File: config.mk
export PLATFORM = sky130hd
export DESIGN_NAME = ncc_result_tx
export DESIGN_NICKNAME = d
export VERILOG_FILES = /design/src/rtl/ncc_result_tx.sv
export SDC_FILE = /design/constraint.sdc
export NUM_CORES = 1
export LEC_CHECK = 0
export ABC_AREA = 1
export CAP_MARGIN = 30
export CORE_ASPECT_RATIO = 0.9
export CORE_MARGIN = 5
export CORE_UTILIZATION = 45
export CTS_BUF_LIST = sky130_fd_sc_hd__clkbuf_4 sky130_fd_sc_hd__clkbuf_8
export DETAILED_ROUTE_END_ITERATION = 12
export GPL_TIMING_DRIVEN = 0
export PLACE_DENSITY = 0.66
export RECOVER_POWER = 50
export SLEW_MARGIN = 20
export SYNTH_ARGS = -nofsm -noshare
export SYNTH_HDL_FRONTEND = slang
export SYNTH_SLANG_ARGS = --single-unit
File: constraint.sdc
create_clock -name clk -period 3.8 [get_ports clk]
set_clock_uncertainty 0.15 [all_clocks]
set_input_delay 0.76 -clock clk [delete_from_list [all_inputs] [get_ports clk]]
set_output_delay 0.76 -clock clk [all_outputs]
set_load 0.05 [all_outputs]
File: src/rtl/ncc_result_tx.sv
// Result packetiser: buffers {score, x, y} results in a small FIFO and emits each one as an
// 11-byte framed packet (header, seq, 8 payload bytes, XOR checksum) over a byte-wide valid/ready port.
//
// state   | meaning
// IDLE    | nothing to send, waiting for a queued result
// HEADER  | presenting the header byte
// SEQ     | presenting the sequence number
// PAYLOAD | presenting the 8 payload bytes from the shift register
// CKSUM   | presenting the XOR of seq and payload bytes
module ncc_result_tx #(
    parameter int          depth  = 4,
    parameter logic [7:0]  header = 8'hA5
) (
    input  logic        clk,
    input  logic        rst,
    input  logic        resValid,
    output logic        resReady,
    input  logic [31:0] resScore,
    input  logic [9:0]  resX,
    input  logic [9:0]  resY,
    output logic [7:0]  pciOut,
    output logic        pciOutValid,
    input  logic        pciOutReady,
    output logic        busy,
    output logic [7:0]  seqNum
);

    localparam int aw = (depth > 1) ? $clog2(depth) : 1;

    localparam logic [2:0] st_idle    = 3'd0;
    localparam logic [2:0] st_header  = 3'd1;
    localparam logic [2:0] st_seq     = 3'd2;
    localparam logic [2:0] st_payload = 3'd3;
    localparam logic [2:0] st_cksum   = 3'd4;

    logic [51:0]   mem [depth];
    logic [aw-1:0] wr_ptr;
    logic [aw-1:0] rd_ptr;
    logic [aw:0]   count;
    logic          full;
    logic          empty;
    logic          push;
    logic          pop;
    logic          accept;
    logic [51:0]   rd_data;
    logic [63:0]   load_word;

    logic [2:0]    state;
    logic [63:0]   shreg;
    logic [7:0]    xor_r;
    logic [2:0]    byte_cnt;

    assign full     = (count == (aw + 1)'(depth));
    assign empty    = (count == '0);
    assign resReady = !full;
    assign push     = resValid && !full;
    assign accept   = pciOutValid && pciOutReady;
    // Pop happens on the edge that starts a packet, so it uses last cycle's occupancy only.
    assign pop      = !empty && ((state == st_idle) || ((state == st_cksum) && accept));
    assign rd_data  = mem[rd_ptr];
    assign load_word = {rd_data[51:20], 6'b0, rd_data[19:10], 6'b0, rd_data[9:0]};
    assign busy     = (state != st_idle) || !empty;

    always_ff @(posedge clk) begin
        if (push) begin
            mem[wr_ptr] <= {resScore, resX, resY};
        end
    end

    always_ff @(posedge clk or posedge rst) begin
        if (rst) begin
            wr_ptr <= '0;
            rd_ptr <= '0;
            count  <= '0;
        end else begin
            if (push) begin
                wr_ptr <= wr_ptr + 1'b1;
            end
            if (pop) begin
                rd_ptr <= rd_ptr + 1'b1;
            end
            case ({push, pop})
                2'b10:   count <= count + 1'b1;
                2'b01:   count <= count - 1'b1;
                default: count <= count;
            endcase
        end
    end

    always_ff @(posedge clk or posedge rst) begin
        if (rst) begin
            state    <= st_idle;
            shreg    <= '0;
            xor_r    <= '0;
            byte_cnt <= '0;
            seqNum   <= '0;
        end else begin
            case (state)
                st_idle: begin
                    if (!empty) begin
                        state <= st_header;
                        shreg <= load_word;
                        xor_r <= '0;
                    end
                end
                st_header: begin
                    if (accept) begin
                        state <= st_seq;
                    end
                end
                st_seq: begin
                    if (accept) begin
                        state    <= st_payload;
                        xor_r    <= seqNum;
                        byte_cnt <= '0;
                    end
                end
                st_payload: begin
                    if (accept) begin
                        shreg    <= {shreg[55:0], 8'h00};
                        xor_r    <= xor_r ^ shreg[63:56];
                        byte_cnt <= byte_cnt + 1'b1;
                        if (byte_cnt == 3'd7) begin
                            state <= st_cksum;
                        end
                    end
                end
                st_cksum: begin
                    if (accept) begin
                        seqNum <= seqNum + 1'b1;
                        if (!empty) begin
                            state <= st_header;
                            shreg <= load_word;
                            xor_r <= '0;
                        end else begin
                            state <= st_idle;
                        end
                    end
                end
                default: state <= st_idle;
            endcase
        end
    end

    assign pciOutValid = (state != st_idle);

    always_comb begin
        pciOut = 8'h00;
        case (state)
            st_header:  pciOut = header;
            st_seq:     pciOut = seqNum;
            st_payload: pciOut = shreg[63:56];
            st_cksum:   pciOut = xor_r;
            default:    pciOut = 8'h00;
        endcase
    end

endmodule

# Yosys cells after proc, flatten, opt, wreduce, memory -nomap -nowiden

Memories as Yosys holds them, arrays and structs flattened.
Cells that the tools add are included.

Bits in registers: 93
Bits in latches: 0
Bits in writable memories: 208
Memory bits (read-only): 0
Bits of input ports: 56
Output and inout bits: 19
Logic and storage cells: 74
Memories kept: 1

Memory list:

| memory | words | width | rd ports | clocked after memory_dff | wr ports | RTL line | RTL |
|---|---|---|---|---|---|---|---|
| mem    | 4     | 52    | 1        | 0                        | 1        | 36       | `logic [51:0] mem [depth];` |

Add/subtract/negate cells: 6
Multiply operators: 0
Divide/modulo/power cells: 0
Order comparisons: 0
Equality and inequality tests: 14
Shift-type cells: 0
Mux-type cells: 24
Bitwise logic cells: 1
Reduce and logical (&&, ||, !) cells: 20

Operators with widths:

| operator                                             | number |
|---|---|
| 2-to-1 mux 64 bit                                    | 3 |
| case mux 64 bit (3 select lines)                     | 1 |
| case mux 8 bit (4 select lines)                      | 2 |
| 2-to-1 mux 8 bit                                     | 4 |
| 2-to-1 mux 3 bit                                     | 8 |
| case mux 3 bit (5 select lines)                      | 1 |
| inequality test 2 bit (second input constant)        | 6 |
| case mux 3 bit (2 select lines)                      | 2 |
| equality test 3 bit (second input constant)          | 3 |
| adder 8 x 1 -> 8 bit (second input constant)         | 1 |
| XOR 8 bit                                            | 1 |
| adder 3 x 1 -> 3 bit (second input constant)         | 2 |
| equality test 3 x 2 -> 1 bit (second input constant) | 2 |
| zero test 3 bit                                      | 2 |
| AND reduction 3 bit                                  | 2 |
| AND reduction 6 bit                                  | 1 |
| nonzero test 3 bit                                   | 2 |
| adder 2 x 1 -> 2 bit (second input constant)         | 2 |
| logical AND 1 bit                                    | 4 |
| AND reduction 4 bit                                  | 1 |
| nonzero test 2 bit                                   | 2 |
| nonzero test 4 bit                                   | 1 |
| equality test 3 x 1 -> 1 bit (second input constant) | 1 |
| 2-to-1 mux 1 bit                                     | 3 |
| other kinds (6)                                      | 8 |

# Logic depth before layout (Yosys ltp)

Word-level depth: 7
Mapped depth: 10
Mapped depth without buffers: 9

# Least setup slack after synthesis

No wires, ideal clock.

Kind: register to register
Start: reg count[0]
End: mem mem[0][0], enable pin
Setup time: 0.462 ns
Arrival time: 3.377 ns
Required time: 3.188 ns
Slack: -0.189 ns
Stages on the path, launching flop included: 5
Path buffers: 0
Clock period less this slack: 3.989 ns
Cell sequence: dfrtp_1 inv_1 nand3_1 nand2_1 nor2_1

Word-level cells in the longest chain between the ends: 5

RTL lines:

| item                                   | RTL line | RTL |
|---|---|---|
| start: declaration                     | 39       | `logic [aw:0] count;` |
| start signal: assignment               | 83       | `2'b10: count <= count + 1'b1;` |
| start signal: assignment               | 84       | `2'b01: count <= count - 1'b1;` |
| start signal: assignment               | 85       | `default: count <= count;` |
| equality test 3 bit                    | 53       | `assign full = (count == (aw + 1)'(depth));` |
| zero test 1 bit                        | -        |  |
| net resReady                           | 17       | `output logic resReady,` |
| logical AND 1 bit                      | 56       | `assign push = resValid && !full;` |
| 2-to-1 mux 1 bit                       | 65       | `if (push) begin` |
| 2-to-1 mux 1 bit (not written as such) | 66       | `mem[wr_ptr] <= {resScore, resX, resY};` |
| end: declaration                       | 36       |  |

The timed path passes the listed nets, and every way through them passes these cells.

# Worst setup path in the final report

Start: reg state[1]
End: out pciOut[5]

Word-level cells in the longest chain between the ends: 2
Elaborated cells on any way between the ends: 5
Those cells by class: eq/ne: 4; mux: 1

RTL lines:

| item                                        | RTL line | RTL |
|---|---|---|
| start: declaration                          | 48       | `logic [2:0] state;` |
| start signal: assignment                    | 92       | `state <= st_idle;` |
| start signal: assignment                    | 101      | `state <= st_header;` |
| start signal: assignment                    | 108      | `state <= st_seq;` |
| equality test 3 bit (tied with other cells) | 149      | `case (state)` |
| case mux 8 bit (4 select lines) (*)         | 149      |  |
| end: declaration                            | 21       | `output logic [7:0] pciOut,` |

Every way passes the cells marked *; elsewhere a longest branch is shown, timed or not.

==> results_dict.tcl <==
set metrics [dict create \
    cts-root-buf "clkbuf_8" \
    cts_tree "done" \
    synth.distinct_cells 27 \
    areaGrowthSynthToFinish_pct 19.6 \
    finalCritPeriodShare_pct 87.9 \
    routed_wl_um 29100 \
    postCtsSetupRepairBufs 0 \
    power_density_nw_per_um2 866 \
    clkPwrFrac_pct 22.3 \
    syn_nets 1277 \
    setup_viol 0 \
    maxSlewViolCount 0 \
    fin_util_pct 54.1 \
    die_w_um 186 \
    clkTransAtPathRegs_ps 60 \
    dp.final_hpwl_um 18900 \
    crit_family "buffers and inverters" \
    synth_top_family_by_area "simple AND/OR/NAND/NOR gates" \
    r2r-end "shreg[19]" \
    setup_tns_ps 0 \
    reg2reg_from "rd_ptr[0]" \
    critPathRequiredTime_ps 2890 \
    postSynthCellCount 1212 \
    die-height_um 168 \
    vias 8880 \
    endpoint_kind "primary output" \
    gr-usage-met3_pct 3.87 \
    cp_max_fo 10 \
    final_cell_mix "nand2_1, edfxtp_1, nand3_1" \
    max-vdd-ir-drop_v 0.000362 \
    yosys.area_share.xor_xnor_pct 1.12 \
    use_met1_pct 27.6 \
    viasPerCell 5.08 \
    rsz0062_at_grt "false" \
    dp_slack_ps 649 \
    leakage_nw 6.45 \
    numCtsBuffers 50 \
    maxCapViolations 0 \
    cts_htree_levels 2 \
    place_congestion 0.820 \
    finalInstanceArea_um2 15000 \
    core_area_um2 27700 \
    dieArea_um2 31300 \
    initial_core_util_pct 45.2 \
    yosysSeqAreaShare_pct 68.4 \
    critPathBufInv 3 \
    crit_type "reg2out" \
    final_nets 1412 \
    layout-drive-gt1-share_pct 9.94 \
    place_area_um2 13900 \
    clockBufferDepth 3 \
    whs_ps 325 \
    swShare_pct 40.5 \
    status "complete, no violations" \
    cp_slowest_cell "dlymetal6s2s_1" \
    synth-seq-cells 301 \
    power.total_mw 13.0 \
    rr_worst_depth 10 \
    synth.mux.area_fraction_pct 0 \
    slew_headroom_pct 7.46 \
    cp-start-kind "register" \
    grt_util_all_layers_pct 18.8 \
    firstDrtPassIters 5 \
    min_path_type "reg2reg" \
    syn-cell-area_um2 12500 \
    synth.avg_cell_area_um2 10.3 \
    p_sw_mw 5.26 \
    placed_cells 1655 \
    grt_pass1_wl_um 46500 \
    combPwrFrac_pct 40.0 \
    p_int_mw 7.72 \
    min_path_cells 2 \
    crit_chain "buf_2 -> nand2_1 -> nor2_2 -> buf_2 -> nand2_1 -> nand4_1 -> dlymetal6s2s_1" \
    seq_power_share_pct 37.7 \
    clock-sinks 301 \
    grt_pass1_vias 8823 \
    min_from "shreg[12]" \
    clock.fmax_mhz 299 \
    yosys_warnings 0 \
    grt_start_max_net_pins 66 \
    post_layout_nonfiller_instances 1749 \
    wire_per_inst_um 16.6 \
    fin_ws_ps 460 \
    clock_latency_ps 570 \
    synth_fa_ha_area_share_pct 0.958 \
    cp_slowest_stage_delay_ps 440 \
    worst-r2r-setup-slack_ps 1340 \
    io-pin-count 75 \
    ant_nets 0 \
    grt-ovfl-total 0 \
    cp.arrival_ps 2430 \
    yosys.area_share.simple_pct 25.2 \
    final_common_cell "nand2_1" \
    hold_violations 0 \
    use_met2_pct 28.8 \
    busiest_layer "met2" \
    drc 0 \
    drt_iter0_markers 764 \
    tightest_slew_ps 1380 \
    rows 58 \
    layout_min_cycle_time_ps 3340 \
    numPortBuffers 74 \
    worstHoldEndpoint "shreg[12]" \
    synth_compound_area_share_pct 1.24 \
    antenna_found_initial 0 \
]
## flip-flops by register name (all words and copies together) (netlist names)
name	count
state	3
count	3
seqNum	8
xor_r	8
wr_ptr	2
rd_ptr	2
mem	208
shreg	64
byte_cnt	3
## power groups by stage
stage,registers (mW),logic [mW],clock network [mW]
2_1_floorplan,4.96,3.43,0
3_3_place_gp,5.01,5.00,0
3_5_place_dp,4.95,5.23,0
4_1_cts,4.89,5.25,2.95
5_1_grt,4.98,5.82,3.12
6_report,4.90,5.19,2.89
## cell families (layout without fill, tap and decap cells)
group                      after synthesis  after routing
and+or+nand+nor                        766            766
DFF                                    301            301
buffers and inverters                   90            266
AOI/OAI and AO/OA                       30             30
xor gates and xnor gates                16             16
adders and majority gates                9              9
other                                    0              1
## how the worst max path moves through the flow
stage | from | endpoint | cells past startpoint
after CTS | state[1] | pciOut[5] | 7
final | state[1] | pciOut[5] | 7
after global placement | resValid | mem[1][30] | 3
after detailed placement | state[1] | pciOut[5] | 7
after global routing | state[1] | pciOut[5] | 7
after floorplan | count[0] | mem[0][0] | 4
## area by class of cell
class	instances	area [um^2]
Timing Repair Buffer	83	948
Inverter	29	113
Clock buffer	80	951
Sequential cell	301	8570
Clock inverter	13	86.3
Tap cell	360	450
Antenna cell	1	2.50
Multi-Input combinational cell	821	3600
Fill cell	2439	12700
Buffer	61	273
## synth_stat cells
library cell / count / area, um^2
xor2_1: 4 / 35.0
buf_2: 27 / 135
nand2_1: 550 / 2060
nor2_2: 2 / 12.5
buf_4: 3 / 22.5
nand4_1: 7 / 43.8
inv_2: 4 / 15.0
xnor2_1: 12 / 105
nand3_2: 1 / 10.0
o31ai_1: 1 / 7.51
nand2_4: 1 / 11.3
nor2_1: 13 / 48.8
nor2_4: 1 / 11.3
a21oi_1: 3 / 15.0
inv_1: 23 / 86.3
ha_1: 8 / 100
clkinv_1: 1 / 3.75
edfxtp_1: 208 / 6250
nand3_1: 191 / 956
o211ai_1: 1 / 7.51
buf_1: 7 / 26.3
o21ai_1: 8 / 40.0
o21ai_0: 17 / 85.1
dfrtp_1: 93 / 2330
inv_4: 1 / 6.26
clkbuf_1: 24 / 90.1
fa_1: 1 / 20.0
## worst min-delay path: cells and delay by family (launching register included)
kind / cells / cell delay (ps)
flip-flops: 1 / 340
AND/OR/NAND/NOR: 2 / 100
## repair_timing
action | in CTS | in global routing
setup endpoints to repair | 0 | 8
gates resized for setup | 0 | 8
hold buffers | 0 | 0
## layer usage
metal,part of all wire (%),vias to the layer above
met3,6.3,52
met4,2.1,0
li1,-,4338
met1,46,4240
met5,0,-
met2,46,250
Power figures use the tool's default switching activity.
